## config.mk

```make
export PLATFORM = sky130hd
export DESIGN_NAME = yutorina_bus_timer
export DESIGN_NICKNAME = d
export VERILOG_FILES = /design/src/rtl/yutorina_bus_timer_pkg.sv /design/src/rtl/yutorina_bus_timer_bus_slave_if.sv /design/src/rtl/yutorina_bus_timer.sv
export SDC_FILE = /design/constraint.sdc
export NUM_CORES = 1
export LEC_CHECK = 0
export CAP_MARGIN = 40
export CORE_UTILIZATION = 44
export CTS_CLUSTER_DIAMETER = 30
export DETAILED_ROUTE_END_ITERATION = 16
export PLACE_DENSITY = 0.79
export SYNTH_ARGS = -nofsm -noshare
export SYNTH_HDL_FRONTEND = slang
export SYNTH_SLANG_ARGS = --single-unit
export TNS_END_PERCENT = 1
```

## constraint.sdc

```tcl
create_clock -name clk -period 2 [get_ports clk]
set_input_delay 0.4 -clock clk [delete_from_list [all_inputs] [get_ports clk]]
set_output_delay 0.4 -clock clk [all_outputs]
set_load 0.01 [all_outputs]
```

## src/rtl/yutorina_bus_timer_pkg.sv

```systemverilog
// Shared encodings for the bus timer: handshake states, register map and
// control/status bit positions.
package yutorina_bus_timer_pkg;

    // Handshake states of the bus responder
    typedef enum logic [1:0] {
        BUS_SLAVE_IDLE  = 2'd0,
        BUS_SLAVE_WAIT  = 2'd1,
        BUS_SLAVE_READY = 2'd2
    } bus_slave_state_e;

    // Bus direction encoding on rw
    localparam logic BUS_READ  = 1'b1;
    localparam logic BUS_WRITE = 1'b0;

    // Register index (addr[1:0])
    localparam logic [1:0] TIMER_ADDR_CTRL    = 2'd0;
    localparam logic [1:0] TIMER_ADDR_INTR    = 2'd1;
    localparam logic [1:0] TIMER_ADDR_EXPR    = 2'd2;
    localparam logic [1:0] TIMER_ADDR_COUNTER = 2'd3;

    // Bit positions inside CTRL and INTR
    localparam int TIMER_START_LOC    = 0;
    localparam int TIMER_PERIODIC_LOC = 1;
    localparam int TIMER_IRQ_LOC      = 0;

    // Wait counter width, enough for WAIT_CYCLES up to 15
    localparam int WAIT_CNT_W = 4;

endpackage

```

## src/rtl/yutorina_bus_timer_bus_slave_if.sv

```systemverilog
// Bus handshake for the timer: accepts one request at a time, holds it for
// the programmable wait, then presents a single ready cycle. A write is
// flagged as committing during that ready cycle so the register bank updates
// at the edge that ends it.
module yutorina_bus_slave_if
    import yutorina_bus_timer_pkg::*;
#(
    parameter int WAIT_CYCLES = 1,
    parameter int ADDR_W      = 30
) (
    input  logic              clk,
    input  logic              rst,
    input  logic              cs_,
    input  logic              as_,
    input  logic              rw,
    input  logic [ADDR_W-1:0] addr,
    input  logic [31:0]       w_data,
    output logic              req_rw,
    output logic [1:0]        req_idx,
    output logic [31:0]       req_wdata,
    output logic              ready,
    output logic              commit
);

    // First count value loaded on entry to WAIT; WAIT exits when it reaches 0
    localparam logic [WAIT_CNT_W-1:0] WAIT_LOAD =
        (WAIT_CYCLES > 0) ? WAIT_CNT_W'(WAIT_CYCLES - 1) : '0;

    bus_slave_state_e        state_q, state_d;
    logic [WAIT_CNT_W-1:0]   wait_cnt_q, wait_cnt_d;
    logic                    req_rw_q, req_rw_d;
    logic [1:0]              req_idx_q, req_idx_d;
    logic [31:0]             req_wdata_q, req_wdata_d;

    // Only the low two address bits select a register
    logic unused_addr_hi;
    assign unused_addr_hi = ^addr[ADDR_W-1:2];

    // State, wait counter and latched request registers
    always_ff @(posedge clk) begin
        if (rst) begin
            state_q     <= BUS_SLAVE_IDLE;
            wait_cnt_q  <= '0;
            req_rw_q    <= BUS_READ;
            req_idx_q   <= '0;
            req_wdata_q <= '0;
        end else begin
            state_q     <= state_d;
            wait_cnt_q  <= wait_cnt_d;
            req_rw_q    <= req_rw_d;
            req_idx_q   <= req_idx_d;
            req_wdata_q <= req_wdata_d;
        end
    end

    // Next-state logic; the request is captured only when accepted in IDLE
    always_comb begin
        state_d     = state_q;
        wait_cnt_d  = wait_cnt_q;
        req_rw_d    = req_rw_q;
        req_idx_d   = req_idx_q;
        req_wdata_d = req_wdata_q;
        case (state_q)
            BUS_SLAVE_IDLE: begin
                if (!cs_ && !as_) begin
                    req_rw_d    = rw;
                    req_idx_d   = addr[1:0];
                    req_wdata_d = w_data;
                    if (WAIT_CYCLES > 0) begin
                        state_d    = BUS_SLAVE_WAIT;
                        wait_cnt_d = WAIT_LOAD;
                    end else begin
                        state_d = BUS_SLAVE_READY;
                    end
                end
            end
            BUS_SLAVE_WAIT: begin
                if (wait_cnt_q == '0) begin
                    state_d = BUS_SLAVE_READY;
                end else begin
                    wait_cnt_d = wait_cnt_q - 1'b1;
                end
            end
            BUS_SLAVE_READY: begin
                state_d = BUS_SLAVE_IDLE;
            end
            default: begin
                state_d = BUS_SLAVE_IDLE;
            end
        endcase
    end

    assign ready     = (state_q == BUS_SLAVE_READY);
    assign commit    = ready && (req_rw_q == BUS_WRITE);
    assign req_rw    = req_rw_q;
    assign req_idx   = req_idx_q;
    assign req_wdata = req_wdata_q;

endmodule

```

## src/rtl/yutorina_bus_timer.sv

```systemverilog
// 32-bit interval timer on the CPU system bus. Four word registers
// (CTRL, INTR, EXPR, COUNTER) behind a wait-state bus responder; raises a
// level interrupt when COUNTER reaches EXPR.
module yutorina_bus_timer
    import yutorina_bus_timer_pkg::*;
#(
    parameter int WAIT_CYCLES = 1,
    parameter int ADDR_W      = 30
) (
    input  logic              clk,
    input  logic              rst,
    input  logic              cs_,
    input  logic              as_,
    input  logic              rw,
    input  logic [ADDR_W-1:0] addr,
    input  logic [31:0]       w_data,
    output logic [31:0]       r_data,
    output logic              rdy_,
    output logic              irq
);

    logic        req_rw;
    logic [1:0]  req_idx;
    logic [31:0] req_wdata;
    logic        ready;
    logic        commit;

    logic        start_q, start_d;
    logic        periodic_q, periodic_d;
    logic        irq_q, irq_d;
    logic [31:0] expr_q, expr_d;
    logic [31:0] counter_q, counter_d;
    logic [31:0] reg_rd;

    yutorina_bus_slave_if #(
        .WAIT_CYCLES (WAIT_CYCLES),
        .ADDR_W      (ADDR_W)
    ) u_bus_slave_if (
        .clk       (clk),
        .rst       (rst),
        .cs_       (cs_),
        .as_       (as_),
        .rw        (rw),
        .addr      (addr),
        .w_data    (w_data),
        .req_rw    (req_rw),
        .req_idx   (req_idx),
        .req_wdata (req_wdata),
        .ready     (ready),
        .commit    (commit)
    );

    // Timer register bank
    always_ff @(posedge clk) begin
        if (rst) begin
            start_q    <= 1'b0;
            periodic_q <= 1'b0;
            irq_q      <= 1'b0;
            expr_q     <= '0;
            counter_q  <= '0;
        end else begin
            start_q    <= start_d;
            periodic_q <= periodic_d;
            irq_q      <= irq_d;
            expr_q     <= expr_d;
            counter_q  <= counter_d;
        end
    end

    // Timer update first, then a committing bus write overrides its target
    always_comb begin
        start_d    = start_q;
        periodic_d = periodic_q;
        irq_d      = irq_q;
        expr_d     = expr_q;
        counter_d  = counter_q;
        if (start_q) begin
            if (counter_q == expr_q) begin
                counter_d = '0;
                irq_d     = 1'b1;
                start_d   = periodic_q;
            end else begin
                counter_d = counter_q + 32'd1;
            end
        end
        if (commit) begin
            case (req_idx)
                TIMER_ADDR_CTRL: begin
                    start_d    = req_wdata[TIMER_START_LOC];
                    periodic_d = req_wdata[TIMER_PERIODIC_LOC];
                end
                TIMER_ADDR_INTR:    irq_d     = req_wdata[TIMER_IRQ_LOC];
                TIMER_ADDR_EXPR:    expr_d    = req_wdata;
                TIMER_ADDR_COUNTER: counter_d = req_wdata;
                default: ;
            endcase
        end
    end

    // Read mux; data is driven only during the ready cycle of a read
    always_comb begin
        reg_rd = '0;
        case (req_idx)
            TIMER_ADDR_CTRL: begin
                reg_rd[TIMER_START_LOC]    = start_q;
                reg_rd[TIMER_PERIODIC_LOC] = periodic_q;
            end
            TIMER_ADDR_INTR:    reg_rd[TIMER_IRQ_LOC] = irq_q;
            TIMER_ADDR_EXPR:    reg_rd = expr_q;
            TIMER_ADDR_COUNTER: reg_rd = counter_q;
            default: ;
        endcase
    end

    assign r_data = (ready && req_rw == BUS_READ) ? reg_rd : 32'd0;
    assign rdy_   = ~ready;
    assign irq    = irq_q;

endmodule

```

; ---- Word level (Yosys, flattened, before mapping)
; Cells that the tools add are included.
[word_totals]
inputBits = 67
reg_bits = 108
output_inout_bits = 34
[classes]
bitwise = 2
n_mux = 22
add_sub_neg = 2
reduce_logical = 14
n_eq_ne = 9
[op_table]
columns = cell, n
row1 = $mux W32, 5
row2 = $pmux W30 S2, 1
row3 = $add A32 B1 Y32 const B, 1
row4 = $eq A32 B32 Y1, 1
row5 = $mux W1, 8
row6 = $mux W4, 2
row7 = $pmux W4 S2, 1
row8 = $reduce_and A2 Y1, 4
row9 = $eq A2 B2 Y1 const B, 3
row10 = $eq A2 B1 Y1 const B, 2
row11 = $logic_not A2 Y1, 2
row12 = $logic_not A4 Y1, 1
row13 = $mux W2, 2
row14 = $ne A2 B1 Y1 const B, 2
row15 = $pmux W1 S4, 1
row16 = $pmux W2 S2, 1
row17 = $sub A4 B1 Y4 const B, 1
row18 = $logic_and A1 B1 Y1, 3
row19 = $pmux W1 S3, 1
row20 = $reduce_and A3 Y1, 1
row21 = $logic_not A1 Y1, 2
row22 = $ne A2 B2 Y1 const B, 1
row23 = $not A1 Y1, 2
row24 = $reduce_bool A2 Y1, 1

; ---- Logic depth before layout (Yosys ltp)
[depth]
depth_word = 5
depth_mapped = 9
depth_no_buf = 7

; ---- By module
; From an unflattened synthesis, not the netlist that was laid out.
[hier_totals]
hier_cells = 672
hier_area_um2 = 5429.0
[modules_own_cells]
columns = module, seq_area_each_um2, cells_per_inst, area_per_inst_um2, n_inst
row1 = yutorina_bus_timer, 1341.3, 488, 3901.2, 1
row2 = yutorina_bus_slave_if, 820.8, 184, 1527.7, 1

; ---- Worst setup path before layout
; No wires, ideal clock.
[synth_timing]
kind = register to register
startpoint = register counter_q[22]
endpoint = register counter_q[20]
t_arrival_ps = 1804
slack_ps = 79
setup_ps = 117
n_path_buf = 2
t_required_ps = 1883
path_stages_with_launch = 9
cell_sequence = dfxtp_1 -> xnor2_1 -> nand4_1 -> nor4_2 -> nand4_2 -> and3b_1 -> buf_6 -> buf_6 -> a22o_1
[synth_via]
elab_chain_len = 5
[synth_rtl]
columns = element, line
row1 = "start, declared", yutorina_bus_timer.sv:32  ; logic [31:0] counter_q, counter_d;
row2 = "start signal, assigned", yutorina_bus_timer.sv:66  ; counter_q <= counter_d;
row3 = $eq A32 B32 Y1 *, yutorina_bus_timer.sv:78  ; if (counter_q == expr_q) begin
row4 = $mux W32 *, yutorina_bus_timer.sv:78
row5 = $mux W32 *, yutorina_bus_timer.sv:77  ; if (start_q) begin
row6 = $mux W32, yutorina_bus_timer.sv:87  ; case (req_idx)
row7 = $mux W32 *, yutorina_bus_timer.sv:86  ; if (commit) begin
; Mark *: on every way between the ends. The rest lies on a longest branch, timed or not.
; A chain may end at the register's enable or synchronous reset.

; ---- Final worst setup path
[layout_timing]
startpoint = register u_bus_slave_if.req_idx_q[0], in the netlist u_bus_slave_if.req_idx[0]
endpoint = output port r_data[0]
[layout_via]
elab_chain_len = 3
word_cells_on_any_way = 6
[layout_rtl]
columns = element, line
row1 = "start, declared", yutorina_bus_timer_bus_slave_if.sv:32  ; logic [1:0] req_idx_q, req_idx_d;
row2 = "start signal, assigned", yutorina_bus_timer_bus_slave_if.sv:51  ; req_idx_q <= req_idx_d;
row3 = $eq A2 B2 Y1 (tied with other cells), yutorina_bus_timer.sv:103  ; case (req_idx)
row4 = $pmux W1 S4 *, yutorina_bus_timer.sv:103
row5 = $mux W32 *, yutorina_bus_timer.sv:115  ; assign r_data = (ready && req_rw == BUS_READ) ? reg_rd : 32'd0;
row6 = "end, declared", yutorina_bus_timer.sv:17  ; output logic [31:0] r_data,
; Marks and branches as above.

==> key figures <==
STA
  • Setup ws final: -0.0351 ns
  • Part of the cycle the worst path needs: 102%
  • Final setup viols: 1
  • Worst-Margin Slew: 0.390 ns
  • Fin. Hold Viols: 0
  • Fin crit period: 2.04 ns
  • RSZ-0062 raised after global routing: yes
  • Relative slew slack: 74.0%
  • Fmax: 0.491 GHz
  • Slew Viols, Final: 0
  • Worst hold margin: 0.355 ns
  • Skew final: 0.00528 ns

Synthesis
  • Synth async-reset ratio: 0%
  • Post-Synth Simple-Gate Area: 25.2%
  • Post-synthesis compound-gate area fraction: 11.7%
  • Mean Syn Cell Area: 7.95 µm²
  • Post-synth EDFFs: 0
  • Distinct cell type count of the synthesized netlist: 42
  • Mux cell area share after synthesis: 6.72%
  • Main combinational cell family by area after synthesis: simple AND/OR/NAND/NOR gates
  • Register area share after synthesis: 40.9%
  • Synth Area in Adders: 0.710%
  • Yosys reg bits: 108
  • Cells after Synth: 665
  • Synth Flop Type: dfxtp_1
  • Syn Nets: 735
  • Ys Warns: 0
  • Post-Synth XOR/XNOR Area: 10.6%
  • Cell Area, Synth: 5290 µm²

Critical path
  • Crit-path max cell delay: 0.54 ns
  • Worst setup SP type: flip-flop
  • Setup Crit Path Kind: flip-flop to output pin
  • Worst Path Max Fanout: 5
  • WP buf/inv: 1
  • Worst Path Required: 1.60 ns
  • Crit-path leading delay family: multiplexers
  • Worst path slowest cell: mux4_2
  • R2R Setup Slk: 0.01 ns
  • CP arrival: 1.64 ns
  • Crit end category: output pin
  • Worst path cell trace: mux4_2 > and3_4 > buf_6

Placed design
  • Port buffer count: 72
  • Post-detail-place hpwl: 9740 µm
  • RePlAce Congestion: 0.893

Clock network
  • CTS tree: built
  • Hold buffers post-CTS: 0
  • H-tree levels: 3
  • Latest clock arrival within the worst-skew pair: 0.36 ns
  • Clk sink count: 108
  • Num CTS Buffers: 9
  • Clk root buf: clkbuf_16
  • CTS clk-pin slew, worst paths: 0.07 ns
  • Setup bufs post-CTS: 0
  • Clock tree buffer depth: 2

Drt
  • Drt wl/cell: 15.7 µm
  • Drt first-iter violations: 331
  • Vias per inst: 5.47
  • Via count: 4959
  • DRC viols: 6
  • Antenna Nets Post-Route: 0
  • TritonRoute pass-1 iters: 11
  • Final WL: 14300 µm

GRT
  • Grt ovf: 0
  • Largest net degree at the start of global routing: 66
  • Number of global-route vias before repair: 4901
  • Initial antenna violation count: 0
  • First-pass GRT wire length: 23000 µm
  • GRT Util Overall: 23.3%

Layout
  • Most frequent cells in the layout: 167 x nand2_1, 104 x dfxtp_1, 84 x a21oi_1
  • Commonest non-fill, non-tap cell in the layout: nand2_1
  • N_diodes: 0
  • Multi-input gate area: 2980 µm²
  • Final Util: 58.9%
  • FF/Latch Area: 2170 µm²
  • Layout cells sized above 1: 15.2%
  • Filler Cell Count: 953
  • Final net count: 829
  • Area Growth Syn to Fin: 28.8%

Floorplanning
  • Initial Utilization: 45.7%
  • Total I/O pin count: 101
  • Die height: 112 µm
  • Die area: 12500 µm²
  • Row count: 39
  • Die width: 112 µm
  • CORE AREA: 11600 µm²

Status
  • Failing checks: design-rule violations, negative setup slack
  • Status: finished with violations

Power and ir drop
  • Pwr/cell area: 653 nW/µm²
  • Leak: 2.45 nW
  • Total power: 4.45 mW
  • Maximum vdd drop: 466 µV

Hold path
  • Worst hold path type: primary input to flip-flop

Job
  • Max-Cap Viols: 0
## power by group
part,switching [mW],internal [mW],leakage (nW),total [mW]
clock network,0.788,1.17,0.160,1.96
logic,0.129,0.136,1.42,0.265
registers,0.0387,2.19,0.876,2.23
## through the flow
stage	TNS [ns]	cells	worst slack, ns	cell area (µm²)
floorplan	0	665	0.0792	5290
global placement	0	890	0.0328	6470
detailed placement	0	890	0.0412	6470
CTS	-0.0778	906	-0.0241	6790
global route	-0.987	907	-0.0769	6810
finish	-0.0351	907	-0.0351	6810
## final timing paths
| kind | from | end | cells past startpoint |
|---|---|---|---|
| worst max-delay path | u_bus_slave_if.req_idx[0] | r_data[0] | 3 |
| worst min-delay path | rst | u_bus_slave_if.req_wdata[2] | 2 |
| worst max register to register | counter_q[27] | counter_q[22] | 7 |
| worst min register to register | u_bus_slave_if.req_wdata[8] | expr_q[8] | 2 |
## state kept, by name, indices dropped and copies added (netlist names)
| name | flops |
|---|---|
| u_bus_slave_if.req_idx | 2 |
| start_q | 1 |
| irq | 1 |
| u_bus_slave_if.req_wdata | 32 |
| u_bus_slave_if.wait_cnt_q | 4 |
| counter_q | 32 |
| expr_q | 32 |
| u_bus_slave_if.state_q | 2 |
| u_bus_slave_if.req_rw | 1 |
| periodic_q | 1 |
## final cells by class
cell class                 count  area share [%]
clock inverter                 3            1.01
sequential                   108            31.9
multi-input combinational    505            43.7
timing repair buffer         128            16.6
clock buffer                  13            3.82
tap                          143            2.63
inverter                       7           0.386
## cells in the mapped netlist (2+ instances only)
library cell	count	share of area (%)
dfxtp_1	108	41
nor4_4	2	0.80
nand2b_1	3	0.35
and3_1	6	0.71
buf_1	4	0.28
mux2_2	2	0.43
and4_1	2	0.33
nand4_2	2	0.47
xor2_1	15	2.5
a21oi_1	85	8.0
nand3_1	28	2.6
inv_1	7	0.50
clkbuf_1	33	2.3
buf_6	2	0.43
a22o_1	16	2.6
a211oi_1	3	0.43
nand2_1	167	12
nand4_1	13	1.5
nor4_2	2	0.47
nor2_1	52	3.7
buf_2	5	0.47
mux2i_1	31	5.9
nor3_1	8	0.76
ha_1	3	0.71
xnor2_1	49	8.1
## repair_timing
action                     CTS  global route
setup endpoints to repair   37            48
resized for setup           42            58
pin swaps                    0             6
cloned                       0             1
## cell families (layout without fill, tap and decap cells)
| kind of cell | count (synthesis) | count (layout) |
|---|---|---|
| buf+inv | 52 | 151 |
| simple gates | 296 | 296 |
| mux | 34 | 34 |
| xor+xnor | 64 | 64 |
| compound gates | 108 | 108 |
| flops | 108 | 108 |
| fa+ha+maj | 3 | 3 |
## layer usage
metal / wire (µm) / GRT usage [%]
met4: 344 / 9.55
met1: 5990 / 27.4
met2: 7160 / 40.7
met3: 782 / 5.12
met5: 0 / 0
Power figures use the tool's default switching activity.
